File: src/rtl/rpn_stack_ctrl.sv
// rpn_stack_ctrl: reverse-Polish evaluator driving an external stack_memory.
// Optional feature: define RPN_MUL_EN to build opcode 6 as MUL (otherwise it is illegal).
//
// state      | meaning
// -----------+----------------------------------------------------------
// S_IDLE     | waiting for a token, performs acceptance/error checks
// S_PUSH     | stk_push high with operand or result on stk_din
// S_POP_B    | first pop of a binary op (top of stack, B)
// S_POP_A    | second pop; B is captured from stk_dout
// S_CAP_A    | A on stk_dout, result computed and push scheduled
// S_EMIT_POP | stk_pop high for EMIT
// S_EMIT_CAP | popped value captured into res_data
// S_EMIT_OUT | res_valid held until res_ready
module rpn_stack_ctrl #(
  parameter int DATA_WIDTH  = 8,
  parameter int STACK_DEPTH = 16,
  parameter int ADDR_WIDTH  = 4
) (
  input  logic                  clk,
  input  logic                  reset_n,
  input  logic                  tok_valid,
  output logic                  tok_ready,
  input  logic                  tok_is_op,
  input  logic [DATA_WIDTH-1:0] tok_data,
  output logic                  res_valid,
  input  logic                  res_ready,
  output logic [DATA_WIDTH-1:0] res_data,
  output logic                  stk_push,
  output logic                  stk_pop,
  output logic [DATA_WIDTH-1:0] stk_din,
  input  logic [DATA_WIDTH-1:0] stk_dout,
  output logic [ADDR_WIDTH:0]   depth,
  output logic                  err,
  output logic [1:0]            err_code,
  input  logic                  err_clr
);

  typedef enum logic [2:0] {
    S_IDLE, S_PUSH, S_POP_B, S_POP_A, S_CAP_A, S_EMIT_POP, S_EMIT_CAP, S_EMIT_OUT
  } state_t;

  localparam logic [2:0] OP_ADD  = 3'd0;
  localparam logic [2:0] OP_SUB  = 3'd1;
  localparam logic [2:0] OP_AND  = 3'd2;
  localparam logic [2:0] OP_OR   = 3'd3;
  localparam logic [2:0] OP_XOR  = 3'd4;
  localparam logic [2:0] OP_EMIT = 3'd5;
  localparam logic [2:0] OP_MUL  = 3'd6;

  localparam logic [1:0] ERR_UNDER   = 2'd1;
  localparam logic [1:0] ERR_OVER    = 2'd2;
  localparam logic [1:0] ERR_ILLEGAL = 2'd3;

  localparam logic [ADDR_WIDTH:0] DEPTH_FULL = (ADDR_WIDTH+1)'(STACK_DEPTH);
  localparam logic [ADDR_WIDTH:0] DEPTH_TWO  = (ADDR_WIDTH+1)'(2);
  localparam logic [ADDR_WIDTH:0] DEPTH_ONE  = (ADDR_WIDTH+1)'(1);

  state_t                state_q, state_d;
  logic                  tok_ready_q, tok_ready_d;
  logic                  stk_push_q, stk_push_d;
  logic                  stk_pop_q, stk_pop_d;
  logic [DATA_WIDTH-1:0] stk_din_q, stk_din_d;
  logic [DATA_WIDTH-1:0] b_q, b_d;
  logic [2:0]            op_q, op_d;
  logic                  res_valid_q, res_valid_d;
  logic [DATA_WIDTH-1:0] res_data_q, res_data_d;
  logic [ADDR_WIDTH:0]   depth_q, depth_d;
  logic                  err_q, err_d;
  logic [1:0]            err_code_q, err_code_d;
  logic                  new_err;
  logic [1:0]            new_code;

  function automatic logic [DATA_WIDTH-1:0] alu(input logic [2:0] op,
                                                input logic [DATA_WIDTH-1:0] a,
                                                input logic [DATA_WIDTH-1:0] b);
    logic [DATA_WIDTH-1:0] r;
    case (op)
      OP_ADD:  r = a + b;
      OP_SUB:  r = a - b;
      OP_AND:  r = a & b;
      OP_OR:   r = a | b;
      OP_XOR:  r = a ^ b;
`ifdef RPN_MUL_EN
      OP_MUL:  r = a * b;
`endif
      default: r = '0;
    endcase
    return r;
  endfunction

  // Next-state, strobe, depth and error-flag logic
  always_comb begin
    state_d     = state_q;
    stk_push_d  = 1'b0;
    stk_pop_d   = 1'b0;
    stk_din_d   = stk_din_q;
    b_d         = b_q;
    op_d        = op_q;
    res_valid_d = res_valid_q;
    res_data_d  = res_data_q;
    new_err     = 1'b0;
    new_code    = 2'd0;

    case (state_q)
      S_IDLE: begin
        if (tok_valid && tok_ready_q) begin
          if (!tok_is_op) begin
            if (depth_q == DEPTH_FULL) begin
              new_err  = 1'b1;
              new_code = ERR_OVER;
            end else begin
              stk_push_d = 1'b1;
              stk_din_d  = tok_data;
              state_d    = S_PUSH;
            end
          end else begin
            case (tok_data[2:0])
              OP_ADD, OP_SUB, OP_AND, OP_OR, OP_XOR
`ifdef RPN_MUL_EN
              , OP_MUL
`endif
              : begin
                if (depth_q < DEPTH_TWO) begin
                  new_err  = 1'b1;
                  new_code = ERR_UNDER;
                end else begin
                  op_d      = tok_data[2:0];
                  stk_pop_d = 1'b1;
                  state_d   = S_POP_B;
                end
              end
              OP_EMIT: begin
                if (depth_q == '0) begin
                  new_err  = 1'b1;
                  new_code = ERR_UNDER;
                end else begin
                  stk_pop_d = 1'b1;
                  state_d   = S_EMIT_POP;
                end
              end
              default: begin
                new_err  = 1'b1;
                new_code = ERR_ILLEGAL;
              end
            endcase
          end
        end
      end
      S_PUSH:  state_d = S_IDLE;
      S_POP_B: begin
        stk_pop_d = 1'b1;
        state_d   = S_POP_A;
      end
      S_POP_A: begin
        b_d     = stk_dout;
        state_d = S_CAP_A;
      end
      S_CAP_A: begin
        stk_push_d = 1'b1;
        stk_din_d  = alu(op_q, stk_dout, b_q);
        state_d    = S_PUSH;
      end
      S_EMIT_POP: state_d = S_EMIT_CAP;
      S_EMIT_CAP: begin
        res_data_d  = stk_dout;
        res_valid_d = 1'b1;
        state_d     = S_EMIT_OUT;
      end
      S_EMIT_OUT: begin
        if (res_ready) begin
          res_valid_d = 1'b0;
          state_d     = S_IDLE;
        end
      end
      default: state_d = S_IDLE;
    endcase

    // Depth follows the strobes so it always matches the attached stack
    depth_d = depth_q;
    if (stk_push_d)     depth_d = depth_q + DEPTH_ONE;
    else if (stk_pop_d) depth_d = depth_q - DEPTH_ONE;

    // A fresh error overrides a simultaneous clear
    err_d      = err_q;
    err_code_d = err_code_q;
    if (err_clr) begin
      err_d      = 1'b0;
      err_code_d = 2'd0;
    end
    if (new_err) begin
      err_d      = 1'b1;
      err_code_d = new_code;
    end

    tok_ready_d = (state_d == S_IDLE);
  end

  // State and output registers
  always_ff @(posedge clk or negedge reset_n) begin
    if (!reset_n) begin
      state_q     <= S_IDLE;
      tok_ready_q <= 1'b0;
      stk_push_q  <= 1'b0;
      stk_pop_q   <= 1'b0;
      stk_din_q   <= '0;
      b_q         <= '0;
      op_q        <= 3'd0;
      res_valid_q <= 1'b0;
      res_data_q  <= '0;
      depth_q     <= '0;
      err_q       <= 1'b0;
      err_code_q  <= 2'd0;
    end else begin
      state_q     <= state_d;
      tok_ready_q <= tok_ready_d;
      stk_push_q  <= stk_push_d;
      stk_pop_q   <= stk_pop_d;
      stk_din_q   <= stk_din_d;
      b_q         <= b_d;
      op_q        <= op_d;
      res_valid_q <= res_valid_d;
      res_data_q  <= res_data_d;
      depth_q     <= depth_d;
      err_q       <= err_d;
      err_code_q  <= err_code_d;
    end
  end

  assign tok_ready = tok_ready_q;
  assign stk_push  = stk_push_q;
  assign stk_pop   = stk_pop_q;
  assign stk_din   = stk_din_q;
  assign res_valid = res_valid_q;
  assign res_data  = res_data_q;
  assign depth     = depth_q;
  assign err       = err_q;
  assign err_code  = err_code_q;

endmodule

File: config.mk
export PLATFORM = sky130hd
export DESIGN_NAME = rpn_stack_ctrl
export DESIGN_NICKNAME = d
export VERILOG_FILES = /design/src/rtl/rpn_stack_ctrl.sv
export SDC_FILE = /design/constraint.sdc
export NUM_CORES = 1
export LEC_CHECK = 0
export ABC_CLOCK_PERIOD_IN_PS = 2960
export CAP_MARGIN = 20
export CORE_MARGIN = 2
export CORE_UTILIZATION = 53
export DETAILED_ROUTE_END_ITERATION = 8
export HOLD_SLACK_MARGIN = 0.03
export PLACE_DENSITY = 0.79
export SYNTH_ARGS = -nofsm -noshare
export SYNTH_HDL_FRONTEND = slang
export SYNTH_SLANG_ARGS = --single-unit
export TNS_END_PERCENT = 10
File: constraint.sdc
create_clock -name clk -period 2.96 [get_ports clk]
set_input_delay 0.592 -clock clk [delete_from_list [all_inputs] [get_ports clk]]
set_output_delay 0.592 -clock clk [all_outputs]
set_load 0.01 [all_outputs]
* Word-level counts from Yosys, hierarchy flattened
Index checks and enable logic that the tools add are counted.
** Storage, ports and cells
- Input port bits :: 22
- Flip-flop bits (word level) :: 42
- Logic and storage cells :: 101
- Output and inout bits :: 28
** Operators by class
- $add $sub $neg :: 4
- $lt $le $gt $ge :: 1
- Eq/ne operators :: 21
- Bitwise logic cells :: 4
- Muxes and demuxes :: 45
- Reduce and logical (&&, ||, !) cells :: 14
** Operator list (count)
- one-hot mux 8 bit (5 select lines) :: 1
- two-way mux 8 bit :: 3
- one-hot mux 3 bit (8 select lines) :: 1
- equality test 3 bit (second input constant) :: 7
- equality test 3 x 2 -> 1 bit (second input constant) :: 6
- two-way mux 1 bit :: 18
- two-way mux 3 bit :: 6
- one-hot mux 8 bit (2 select lines) :: 1
- zero test 3 bit :: 4
- two-way mux 2 bit :: 6
- two-way mux 5 bit :: 2
- one-hot mux 1 bit (2 select lines) :: 5
- equality test 3 x 1 -> 1 bit (second input constant) :: 3
- adder 8 bit :: 1
- bitwise AND 8 bit :: 1
- != test 2 bit (second input constant) :: 4
- bitwise OR 8 bit :: 1
- nonzero test 2 bit :: 4
- subtractor 8 bit :: 1
- bitwise XOR 8 bit :: 1
- one-hot mux 3 bit (2 select lines) :: 1
- adder 5 x 1 -> 5 bit (second input constant) :: 1
- equality test 5 bit (second input constant) :: 1
- zero test 5 bit :: 1
- 9 further kinds :: 9

* Longest topological paths before layout
Gate-level depths: netlist (run 1).
- Depth in word-level cells :: 8
- Mapped depth :: 12
- Gate-level depth less buffers :: 12

* Least setup slack after synthesis (run 1)
No wires, ideal clock.
- Path kind :: flip-flop to flip-flop
- From :: register depth_q[1] (netlist: depth[1])
- To :: register depth_q[4] (netlist: depth[4])
- Library setup time :: 126 ps
- Arrival time :: 2519 ps
- Data required time :: 2834 ps
- Period minus slack after synthesis :: 2645 ps
- Cell stages (with the launch flop) :: 11
- Path slack :: 315 ps
- Buffers on the path :: 1
- Cells stage by stage :: dfrtp_1 -> nor3_1 -> a211oi_2 -> a21oi_2 -> clkbuf_1 -> ha_1 -> a21o_1 -> a21oi_1 -> xnor2_1 -> nand2_1 -> xnor2_1
** On the way
- Longest elaborated chain between the ends :: 7
- Elaborated cells on any way between the ends :: 18
- Those cells by class :: add/sub: 2; order compare: 1; eq/ne: 1; mux: 12; reduce/logical: 2
** RTL lines
- start, declared :: line 67 : logic [ADDR_WIDTH:0] depth_q, depth_d;
- start signal, assigned :: line 223 : depth_q <= depth_d;
- < comparator 5 x 2 -> 1 bit / zero test 5 bit (equally long branches) :: line 123, 133
- two-way mux 1 bit (on tied branches) :: line 123, 133
- one-hot mux 1 bit (2 select lines) :: line 117 : case (tok_data[2:0])
- two-way mux 1 bit :: line 107 : if (!tok_is_op) begin
- two-way mux 1 bit :: line 106 : if (tok_valid && tok_ready_q) begin
- one-hot mux 1 bit (2 select lines) :: line 104 : case (state_q)
- nonzero test 2 bit (no line)
Several ways; a longest one is shown, not always the timed one. The select of a mux whose other input is x is not followed.
A chain may end at the register's enable or synchronous reset.

* Final worst setup path (run 1)
- From :: register b_q[1]
- To :: register stk_din_q[5] (netlist: stk_din[5])
** On the way
- Longest elaborated chain between the ends :: 3
- Elaborated cells on any way between the ends :: 4
- Those cells by class :: add/sub: 2; mux: 2
** RTL lines
- start, declared :: line 63 : logic [DATA_WIDTH-1:0] b_q, b_d;
- start signal, assigned :: line 206 : b_q <= '0;
- start signal, assigned :: line 219 : b_q <= b_d;
- subtractor 8 bit / adder 8 bit (equally long branches) :: line 79, 78
- one-hot mux 8 bit (5 select lines) (*) :: line 77 : case (op)
- one-hot mux 8 bit (2 select lines) (*) :: line 104
- end signal, assigned :: line 218 : stk_din_q <= stk_din_d;
- end, declared :: line 62 : logic [DATA_WIDTH-1:0] stk_din_q, stk_din_d;
Mark *: on every way between the ends. The rest lies on a longest branch, timed or not.

==> impl_results.md, run 1 <==
* Status: complete, no violations
* Placed Area at 3460 sq um
* Synth Warn # at 0
* Iteration-0 DRC Markers at 75
* Clock buffer count from CTS at 5
* Synth top area share at 36.6%
* Largest area contributor in the netlist: dfrtp_1
* Clk pwr share at 11.1%
* Area contributors post-synth: dfrtp_1 37%, ha_1 12%, a21oi_1 4.9%
* Crit-path cells: inv_1 -> ha_1 -> and3_1 -> nor2_1 -> xnor2_1 -> ha_1 -> and3_1 -> a21oi_1 -> nand3b_1 -> xor2_1 -> a221oi_1 -> o31ai_1
* Initial core utilization at 55.5%
* Routed WL per cell at 15.5 microns
* Sequential Power Share at 26.1%
* Die ar. at 6020 sq um
* Post-synth EDFFs at 0
* Worst skew pair latency at 0.30 ns
* Post-CTS Setup Bufs at 0
* Final Cycle Share at 88.6%
* Worst VDD drop at 595 uV
* Synthesized cell area at 2870 sq um
* Fin nets at 418
* Syn nets at 366
* Post-synthesis simple-gate area fraction at 17.3%
* Multi-input logic area at 1690 sq um
* First-pass GRT wire length at 11,600 microns
* Max Slew Vio Count at 0
* Avg Inst Size Synth at 9.11 sq um
* Fin Setup TNS at 0 ns
* Min Tclk post-route at 2.62 ns
* Combinational power share at 62.8%
* Synth unique cells at 54
* CP Launch Type: flip-flop
* Max-cap violations at 0
* Grt total ovfl at 0
* Leakage Power at 1.63 nW
* Post-cts resize count at 0
* CTS tree: done
* Multiplexer area fraction after synthesis at 4.75%
* # clock sinks at 42
* Post-synth top flop: dfrtp_1
* Placed wire-length estimate at 5150 microns
* R2R Path End: stk_din[5]
* Cell with the most instances after synthesis: dfrtp_1
* WP data arrival at 2.81 ns
* Clock transition at path regs at 0.08 ns
* Max-slew headroom at 37.4%
* WS Path Type: flip-flop to flip-flop
* Sw frac at 43.1%
* # rows at 26
* R2R Path Start: b_q[1]
* Post-synthesis adder-cell area fraction at 13.2%
* Worst reg2reg path depth at 12
* Gr usage total at 24.2%
* Hold buffers post-CTS at 0
* Die span in y at 77.6 microns
* DRC Markers at 0
* Cell-internal power at 2.42 mW
* Core ar. at 5170 sq um
* Fmax achieved at 381 MHz
* Flop-to-flop setup slack at 0.34 ns
* Synth top cells by count: 42 x dfrtp_1, 34 x nand2_1, 28 x a21oi_1, 27 x ha_1, 24 x o21ai_0
* Die Wd at 77.6 microns
* Largest family of logic cells by synthesized area: compound AO/OA/AOI/OAI gates
* Port Buffers at 49
* Clock root buffer: clkbuf_8
* Final hold vios at 0
* Worst slew pin tran at 0.939 ns
* Xor/xnor cell area share of the yosys netlist at 4.88%
* Compound-Gate Fraction of Synth Area at 18.8%
* CP max stage cell: dfrtp_1
* Crit. End Element: flip-flop
* Vias in the first global route at 2,456
* Worst clock skew at 0.00262 ns
* Cells after Synth at 315
* Vias/cell at 5.62
* Post-synth ARST share at 100%
* Min-delay worst type: primary input to async pin
* FF+latch area at 1050 sq um
* RSZ-0062 raised after global routing: false
* CP required at 3.14 ns
* Total Wirelength at 6770 microns
* H-tree Lvls at 2
* Design area at 3570 sq um
* Seq/Total Area, Yosys at 36.6%
* Cell area power density at 1190 nW/um^2
* Initial antenna violation count at 0
* Via count at 2,455
* Crit Path Max Fanout at 5
* P_sw at 1.83 mW
* Syn-to-layout area delta at 24.3%
* Number of diodes at 0
* Ports at 50
* Setup Viol. Count Final at 0
* Gpl congestion at 0.904
* DRT antenna net count at 0
* Filler Cell Count at 404
* Clock Path Buffers at 2
* Ratio of cells with drive above 1 in the final layout at 8.45%
* Pin count of the biggest net entering global routing at 43
* Crit-path max cell delay at 0.45 ns
* Synthesized flop and latch total at 42
* Drt first pass iters at 4
[stage by stage]
stage               power [mW]  std cells  util, %  setup slack (ns)  hold WS, ns
finish                    4.25        437     69.0             0.337        0.433
global route              4.63        437     69.0             0.149        0.511
CTS                       4.26        437     69.0             0.341        0.463
detailed placement        3.78        430     66.8            0.0737        0.471
global placement          3.66        430     66.8             0.183        0.460
floorplan                 2.91        315        -             0.315        0.296
[worst max-delay path: cells and delay by family (launching register included)]
family | cells | cell delay (ns)
xor gates and xnor gates | 2 | 0.29
adders and majority gates | 2 | 0.52
AOI/OAI and AO/OA | 3 | 0.55
DFF | 1 | 0.45
and+or+nand+nor | 4 | 0.58
buffers and inverters | 1 | 0.11
[final cells by class]
type / instances / area share (%)
Inverter: 22 / 2.31
Tap cell: 70 / 2.45
Multi-Input combinational cell: 239 / 47.3
Timing Repair Buffer: 57 / 15.3
Clock inverter: 1 / 0.842
Clock buffer: 6 / 2.31
Sequential cell: 42 / 29.5
[cells in the final DEF, fill, tap and decap left out, drive strengths merged, types with 6 or more instances in the layout]
master,count
clkdlybuf4s50,48
dfrtp,42
nand2,34
a21oi,30
o21ai,30
ha,27
nor2,22
inv,22
xnor2,14
buf,9
nand3,7
nor3,7
mux2,7
clkbuf,6
[cell families after synthesis]
logic type	Yosys count
and+or+nand+nor	96
AOI/OAI and AO/OA	86
DFF	42
buffers and inverters	34
adders and majority gates	29
xor gates and xnor gates	16
muxes	12
[worst max-delay path by stage]
stage | slack (ns) | from | to
global route | 0.15 | b_q[1] | stk_din[5]
global placement | 0.18 | tok_valid | depth[4]
CTS | 0.34 | b_q[1] | stk_din[5]
detailed placement | 0.07 | tok_valid | depth[4]
floorplan | 0.31 | depth[1] | depth[4]
finish | 0.34 | b_q[1] | stk_din[5]
[metal layers]
metal / wire (microns) / track usage (%) / share of wire, % / up-vias
met3: 224 / 4.42 / 3.3 / 8
met2: 3590 / 43.7 / 53 / 53
met1: 2880 / 29.5 / 42 / 1188
li1: - / - / - / 1206
met4: 74 / 6.07 / 1.1 / 0
met5: 0 / 0 / 0 / -
[state kept, by name (all words and copies together), names as in the netlist, 2 cells and up]
name,cells
b_q,8
depth,5
err_code,2
op_q,3
res_data,8
state_q,3
stk_din,8
[power by group through the flow]
stage	Combinational [mW]	Sequential [mW]	Clock [mW]
after global routing	2.98	1.15	0.501
after detailed placement	2.66	1.12	0
after global placement	2.55	1.11	0
after floorplan	1.79	1.12	0
after CTS	2.68	1.11	0.473
final	2.67	1.11	0.471
Power figures use the tool's default switching activity.
==> run 2: changes to the inputs <==
Settings changed: CORE_UTILIZATION 53 to 38, GPL_TIMING_DRIVEN from default to 0, PLACE_DENSITY 0.79 to 0.6.
==> run 2 against run 1 <==
- maximum frequency fell by 7.6%
- final cell count is 8.5% higher
- non-clock buffer count is 7 higher
- hold slack got worse by 0.18 ns
- core utilization fell by 19 points
- register-to-register slack worse by 0.21 ns
- sequential power hardly changed
- via count decreased by 1.4%
- clock power down 13%
- highest routed layer unchanged
==> impl_results.md, run 2 (synthesized netlist as in run 1, its figures left out) <==
* Die Wd at 90.9 microns (+17%)
* Gpl congestion at 0.907 (+0.29%)
* Min Tclk post-route at 2.84 ns (+0.215 ns)
* Crit path launch: op_q[2]
* Worst skew pair latency at 0.31 ns (about the same)
* Port Buffers at 49 (unchanged)
* CP max stage cell: mux2_2
* Leakage Power at 1.63 nW (about the same)
* Placed wire-length estimate at 5330 microns (+3.5%)
* Clock transition at path regs at 0.09 ns (about the same)
* Filler Cell Count at 731 (+81%)
* Max-slew headroom at 54.6% (+17 points)
* Final Cycle Share at 95.9% (+7.3 points)
* Crit Path Max Fanout at 8 (+3)
* Max-cap violations at 0 (unchanged)
* Number of diodes at 0 (unchanged)
* Iteration-0 DRC Markers at 188 (+150%)
* RSZ-0062 raised after global routing: false
* Final hold vios at 0 (unchanged)
* CTS tree: done
* Crit-path cells: clkbuf_1 -> nor3b_4 -> mux2_2 -> inv_1 -> ha_1 -> nor2b_1 -> o21a_1 -> or3_1 -> and3_1 -> o21ai_0 -> nand3_1
* Gr usage total at 17.8% (-6.4 points)
* Max Slew Vio Count at 0 (unchanged)
* Hold buffers post-CTS at 0 (unchanged)
* Worst slew pin tran at 0.678 ns (-0.261 ns)
* Initial antenna violation count at 0 (unchanged)
* Drt first pass iters at 4 (unchanged)
* Grt total ovfl at 0 (unchanged)
* Setup Viol. Count Final at 0 (unchanged)
* Worst VDD drop at 461 uV (-22%)
* Final WS setup at 0.122 ns (-0.215 ns)
* Fmax achieved at 352 MHz (-7.6%)
* Finished Layout Cells at 474 (+8.5%)
* R2R Path Start: op_q[2]
* First-pass GRT wire length at 11,800 microns (+1.4%)
* H-tree Lvls at 2 (unchanged)
* Clock Path Buffers at 2 (unchanged)
* Syn-to-layout area delta at 27.6%
* Total Wirelength at 6970 microns (+3.0%)
* Clock buffer count from CTS at 5 (unchanged)
* Die ar. at 8260 sq um (+37%)
* Vias in the first global route at 2,281 (-7.1%)
* Ratio of cells with drive above 1 in the final layout at 8.80% (+0.35 points)
* Dpl cells at 464 (+7.9%)
* Die span in y at 90.9 microns (+17%)
* Pre-CTS WS at -0.566 ns (-0.640 ns)
* Crit. End Element: flip-flop
* CP required at 3.14 ns (about the same)
* Worst reg2reg path depth at 11 (-1)
* WS Path Type: flip-flop to flip-flop
* Crit path depth at 11 (-1)
* CP endpoint: stk_din[3]
* Fin Setup TNS at 0 ns (unchanged)
* Commonest cells after routing, fill and taps aside: 48 x clkdlybuf4s50_1, 42 x dfrtp_1, 34 x nand2_1, 28 x a21oi_1, 27 x ha_1
* Via count at 2,421 (-1.4%)
* Cell area power density at 1150 nW/um^2 (-3.3%)
* Fin nets at 425 (+1.7%)
* Crit-path max cell delay at 0.41 ns (-0.04 ns)
* Commonest non-fill, non-tap cell in the layout: clkdlybuf4s50_1
* # clock sinks at 42 (unchanged)
* Status: complete, no violations
* DRC Markers at 0 (unchanged)
* Initial core utilization at 39.4% (-16 points)
* Min-delay worst type: primary input to async pin
* R2R Path End: stk_din[3]
* Buf/Inv on CP at 2 (+1)
* CP Launch Type: flip-flop
* Clock root buffer: clkbuf_8
* Routed WL per cell at 14.7 microns (-5.1%)
* Largest delay share family, worst path: simple AND/OR/NAND/NOR gates
* Ports at 50 (unchanged)
* WP data arrival at 3.02 ns (+0.21 ns)
* Flop-to-flop setup slack at 0.12 ns (-0.21 ns)
* # rows at 31 (+19%)
* Pin count of the biggest net entering global routing at 24 (-44%)
* Vias/cell at 5.11 (-9.1%)
* Worst clock skew at 0.00825 ns (+0.00563 ns)
* Core ar. at 7290 sq um (+41%)
* DRT antenna net count at 0 (unchanged)
## run 2: changes by cell type in the layout (fill, tap and decap cells not counted), sizes merged
cell,previous run,this run
clkinv,0,1
clkinvlp,0,1
bufinv,1,0
clkbuf,6,13
## run 2: repair_timing
item	4_1_cts	5_1_grt
endpoints found under the setup margin	3	6
pin swaps	1	1
gates resized for setup	3	6
buffers inserted	1	1
cloned	0	0
## run 2: power by group
part	internal [mW]	total (mW)	leakage, nW	switching (mW)
combinational	1.32	2.71	1.06	1.40
sequential	0.842	1.09	0.521	0.249
clock	0.188	0.411	0.0472	0.223
total	2.35	4.22	1.63	1.87
## run 2: how the worst min path moves through the flow
stage | startpoint | slack (ns) | end | cells after the start
final | reset_n | 0.25 | stk_din[4] | 1
after global routing | reset_n | 0.28 | stk_din[4] | 1
after floorplan | reset_n | 0.30 | b_q[0] | 0
after global placement | res_data[3] | 0.46 | res_data[3] | 2
after detailed placement | stk_din[3] | 0.47 | stk_din[3] | 2
after CTS | reset_n | 0.27 | stk_din[4] | 1
## run 2: final cells by class
type                       instances  area, sq um  share of cell area, %
timing repair buffer              52          528                   14.4
tap                               99          124                   3.38
buffer                            12         51.3                   1.40
clock buffer                       6         82.6                   2.25
sequential                        42         1050                   28.7
inverter                          22         82.6                   2.25
multi-input combinational        239         1730                   47.2
clock inverter                     2         12.5                  0.342
## run 2: layer usage
| metal | vias to the layer above | track usage, % | wire length (microns) |
|---|---|---|---|
| li1 | 1226 | - | - |
| met1 | 1133 | 27.4 | 3650 |
| met5 | - | 0 | 0 |
| met2 | 55 | 26.1 | 2960 |
| met3 | 7 | 2.59 | 281 |
| met4 | 0 | 4.55 | 78 |
## run 2: per-stage QoR
step	area [sq um]	hold WS [ns]	utilization, %	total power [mW]
after floorplan	2870	0.296	-	2.91
after global placement	3480	0.464	47.8	3.70
after detailed placement	3510	0.471	48.1	3.74
after CTS	3620	0.266	49.7	4.20
after global routing	3660	0.282	50.2	4.64
final	3660	0.252	50.2	4.22
==> variant 1, RTL diff (settings of run 1) <==
The parameter `DATA_WIDTH` goes from 8 to 7.
--- a/src/rtl/rpn_stack_ctrl.sv
+++ b/src/rtl/rpn_stack_ctrl.sv
@@ -12,7 +12,7 @@
 // S_EMIT_CAP | popped value captured into res_data
 // S_EMIT_OUT | res_valid held until res_ready
 module rpn_stack_ctrl #(
-  parameter int DATA_WIDTH  = 8,
+  parameter int DATA_WIDTH  = 7,
   parameter int STACK_DEPTH = 16,
   parameter int ADDR_WIDTH  = 4
 ) (
Ports: changed (resized res_data, stk_din, stk_dout and tok_data); port bits go from 50 to 46. No check against the original RTL was run, so the function may have changed too.
==> variant 1 against run 1 <==
- non-clock buffer count down 4
- worst setup slack gained 0.015 ns
- cell area decreased by 8.7%
- wire length fell by 13%
- sequential cell count shrank 3
- total power is 9.2% lower
- synthesized area is 9.3% lower
- critical path type unchanged
- utilization hardly changed
==> variant 1: results (changes against run 1) <==
stage	metric	value	unit	change
detailed_routing	routed vias	2189		-11%
final_layout	Fillers	397		-1.7%
timing	Worst-Margin Slew	0.902	ns	-0.0372 ns
final_layout	Final nets	376		-10%
placed_design	setup slack at placement	0.0844	ns	+0.0107 ns
global_route	vias in the first global route	2100		-14%
synth	Adder-Cell Fraction of Synth Area	13.1	%	-0.094 points
synth	area fraction in compound gates after synthesis	19.6	%	+0.77 points
global_route	gr usage total	23.4	%	-0.72 points
status	status	completed		
timing	Fmax	0.383	GHz	+0.56%
timing	Final Skew	0.00733	ns	+0.00471 ns
timing	Hold WS	0.414	ns	-0.0186 ns
setup_path	RR Startpoint	b_q[0]$_DFFE_PN0N_		
power	Sw Ratio	41.9	%	-1.2 points
synth	synth cell count leaders	dfrtp_1, nand2_1, ha_1, o21ai_0		
detailed_routing	Pre-antenna DRT Iters	5		+1
placed_design	placer congestion estimate	0.852		-5.7%
detailed_routing	Post-Route WL	5.87	mm	-13%
placed_design	IO Port Bufs	45		-8.2%
setup_path	RR Endpoint	stk_din[4]$_DFFE_PN0P_		
synth	XOR/XNOR Fraction of Synth Area	3.70	%	-1.2 points
final_layout	share of cells above drive strength 1	9.97	%	+1.5 points
detailed_routing	initial DRC count	133		+77%
synth	sequential fraction of the synthesis area	37.5	%	+0.86 points
setup_path	Arrival @ worst endpoint	2.85	ns	+0.04 ns
## variant 1: changes by cell type after synthesis, sizes merged, moves of 5 or more
cell           run 1  this run
o211ai             0         5
a21oi             30        20
a32o               5         0
xnor2             14         9
## variant 1: metal layers
layer | up-vias | share of wire (%) | track usage (%)
li1 | 1085 | - | -
met1 | 1040 | 45 | 31.2
met2 | 57 | 48 | 38.4
met3 | 7 | 5.1 | 4.74
met4 | 0 | 1.7 | 7.68
met5 | - | 0 | 0
## variant 1: power groups by stage
stage,Combinational [mW],Sequential (mW),Clock [mW]
floorplan,1.61,1.03,0
global placement,2.29,1.03,0
detailed placement,2.34,1.04,0
CTS,2.37,1.03,0.479
global route,2.64,1.07,0.493
finish,2.36,1.03,0.470
## variant 1: critical path, stage by stage, from the launching register on
cell	delay, ns
dfrtp_1	0.44
inv_1	0.09
ha_1	0.29
mux2_2	0.28
fa_1	0.40
nor2b_1	0.22
o21ai_0	0.10
a2111oi_0	0.37
a221oi_1	0.10
o21ai_1	0.13
o21a_1	0.12
## variant 1: cell families (layout without fill, tap and decap cells)
kind of cell,count (synthesis),in the layout
compound gates,82,82
simple gates,80,80
flops,39,39
buf+inv,32,82
fa+ha+maj,26,26
xor+xnor,11,11
mux,11,11
## variant 1: layout make-up
cell class,count,area (um2),area share (%)
clock buffers,6,82.6,2.53
well taps,67,83.8,2.57
inverters,21,83.8,2.57
multi-input cells,210,1490,45.8
clock inverters,2,35.0,1.07
repair buffers,53,505,15.5
flip-flops and latches,39,976,29.9
==> variant 2, RTL diff (settings of run 1) <==
Made on the original files. Reset style: synchronous (`reset_n`), changed in one clocked block.
--- a/src/rtl/rpn_stack_ctrl.sv
+++ b/src/rtl/rpn_stack_ctrl.sv
@@ -196,7 +196,7 @@
   end
 
   // State and output registers
-  always_ff @(posedge clk or negedge reset_n) begin
+  always_ff @(posedge clk) begin
     if (!reset_n) begin
       state_q     <= S_IDLE;
       tok_ready_q <= 1'b0;
Behaviour: differs if reset_n is asserted again (counterexample within 4 cycles, from zero or initial values and one cycle with reset_n low); with reset_n held inactive, the same outputs for 10 cycles.
==> variant 2 against run 1 <==
- cell area shrank 0.67%
- count of clock-buffer cells in the layout grew 1
- synthesized area decreased by 2.0%
- via count rose by 9.7%
- sequential cell count is the same
- wire length rose by 6.7%
- worst setup slack worse by 0.21 ns
Power is not compared: it rests on default switching activity, and its combinational part moved more than twofold at a synthesized area within 25%.
==> variant 2: results (changes against run 1) <==
stage	metric	value	unit	change
clocking	Setup Buffers After CTS	0		unchanged
placed_design	DPL Wire Length	5.54	mm	+7.6%
global_route	gr usage total	25.7	%	+1.5 points
synth	post-synthesis cell type count	59		+9.3%
timing	Worst-Margin Slew	0.655	ns	-0.285 ns
synth	Syn. warnings	0		unchanged
placed_design	setup slack at placement	-0.188	ns	-0.261 ns
global_route	first-pass GRT wire length	12.5	mm	+7.4%
final_layout	Final nets	456		+9.1%
synth	sequential fraction of the synthesis area	29.9	%	-6.7 points
final_layout	share of cells above drive strength 1	9.85	%	+1.4 points
status	status	completed		
global_route	largest net degree at the start of global routing	31		-28%
synth	Post-Syn Nets	400		+9.3%
final_layout	Fillers	444		+9.9%
synth	Async S/R FF share, synth	0	%	-100 points
detailed_routing	Post-Route WL	7.22	mm	+6.7%
setup_path	CP Max Fanout	3		-2
detailed_routing	vias per cell	5.66		+0.67%
synth	top area cells in the synthesized netlist	dfxtp_1, ha_1, nor2_1		
synth	synth cell count leaders	nor2_1, dfxtp_1, a21oi_1		
synth	top_reg_cell synth	dfxtp_1		
global_route	vias in the first global route	2702		+10%
timing	Final Skew	0.00825	ns	+0.00563 ns
setup_path	Arrival @ worst endpoint	3.02	ns	+0.21 ns
synth	Syn Inst Count	349		+11%
placed_design	placer congestion estimate	0.944		+4.4%
worst_hold_path	worst hold path type	reg2reg		
final_layout	Final Non-Filler Cells	476		+8.9%
-- variant 2: changes by cell type after synthesis, sizes merged, moves of 5 or more --
cell / before / now
dfrtp: 42 / 0
o21ai: 30 / 15
o22ai: 0 / 8
mux2: 7 / 2
a22oi: 0 / 7
nand2: 34 / 15
nor2: 22 / 60
a32o: 5 / 0
dfxtp: 0 / 42
-- variant 2: power breakdown --
group          leakage [nW]  internal (mW)  switching, mW  total (mW)
clock                0.0524          0.253          0.205       0.457
sequential            0.340          0.639          0.102       0.740
combinational          1.01          0.447          0.439       0.885
-- variant 2: layout make-up --
type	count	area (um2)	area share, %
clock buffers	7	76.3	2.15
multi-input cells	267	1810	51.0
inverters	24	90.1	2.54
clock inverters	1	30.0	0.847
repair buffers	65	611	17.2
well taps	70	87.6	2.47
flip-flops and latches	42	841	23.7
-- variant 2: through the flow --
stage               instance area [um2]  util (%)  total power, mW  hold WS (ns)
floorplan                          2810         -             1.29         0.481
global placement                   3440      67.3             1.59         0.449
detailed placement                 3440      67.3             1.63         0.452
CTS                                3540      69.4             2.08         0.462
global route                       3540      69.4             2.20         0.494
finish                             3540      69.4             2.08         0.460
-- variant 2: final timing paths --
path                     startpoint                       to  slack (ns)  cells after the start
max reg2reg     b_q[0]$_SDFFE_PN0P_  stk_din[7]$_SDFFE_PN0P_        0.25                     11
min          res_valid$_SDFFE_PN0P_   res_valid$_SDFFE_PN0P_        0.46                      2
min reg2reg  res_valid$_SDFFE_PN0P_   res_valid$_SDFFE_PN0P_        0.46                      2
max                       tok_valid    depth[4]$_SDFFE_PN0P_        0.13                     12
-- variant 2: routing by layer --
layer  part of all wire [%]  routed length [um]  global-route usage (%)  vias to the layer above
li1                       -                   -                       -                     1340
met4                    1.5                 110                    8.91                        0
met2                     48                3450                    43.1                       87
met3                    6.0                 430                    5.18                       12
met1                     45                3230                    32.9                     1253
met5                      0                   0                       0                        -
-- variant 2: cell families after synthesis --
group	Yosys count	synth area share, %
mux	7	2.58
fa+ha+maj	29	13.4
compound gates	101	23.8
xor+xnor	13	4.05
simple gates	117	20.5
flops	42	29.9
buf+inv	40	5.74
-- variant 2: critical path, stage by stage --
cell and delay, ns:
clkdlybuf4s50_1 0.48, nand2_1 0.10, a211oi_4 0.20, nor2_2 0.09, nor3_4 0.15, inv_2 0.08
fa_1 0.39, a21o_1 0.20, a21o_1 0.19, o41ai_1 0.33, xnor2_1 0.18, nor2_1 0.05
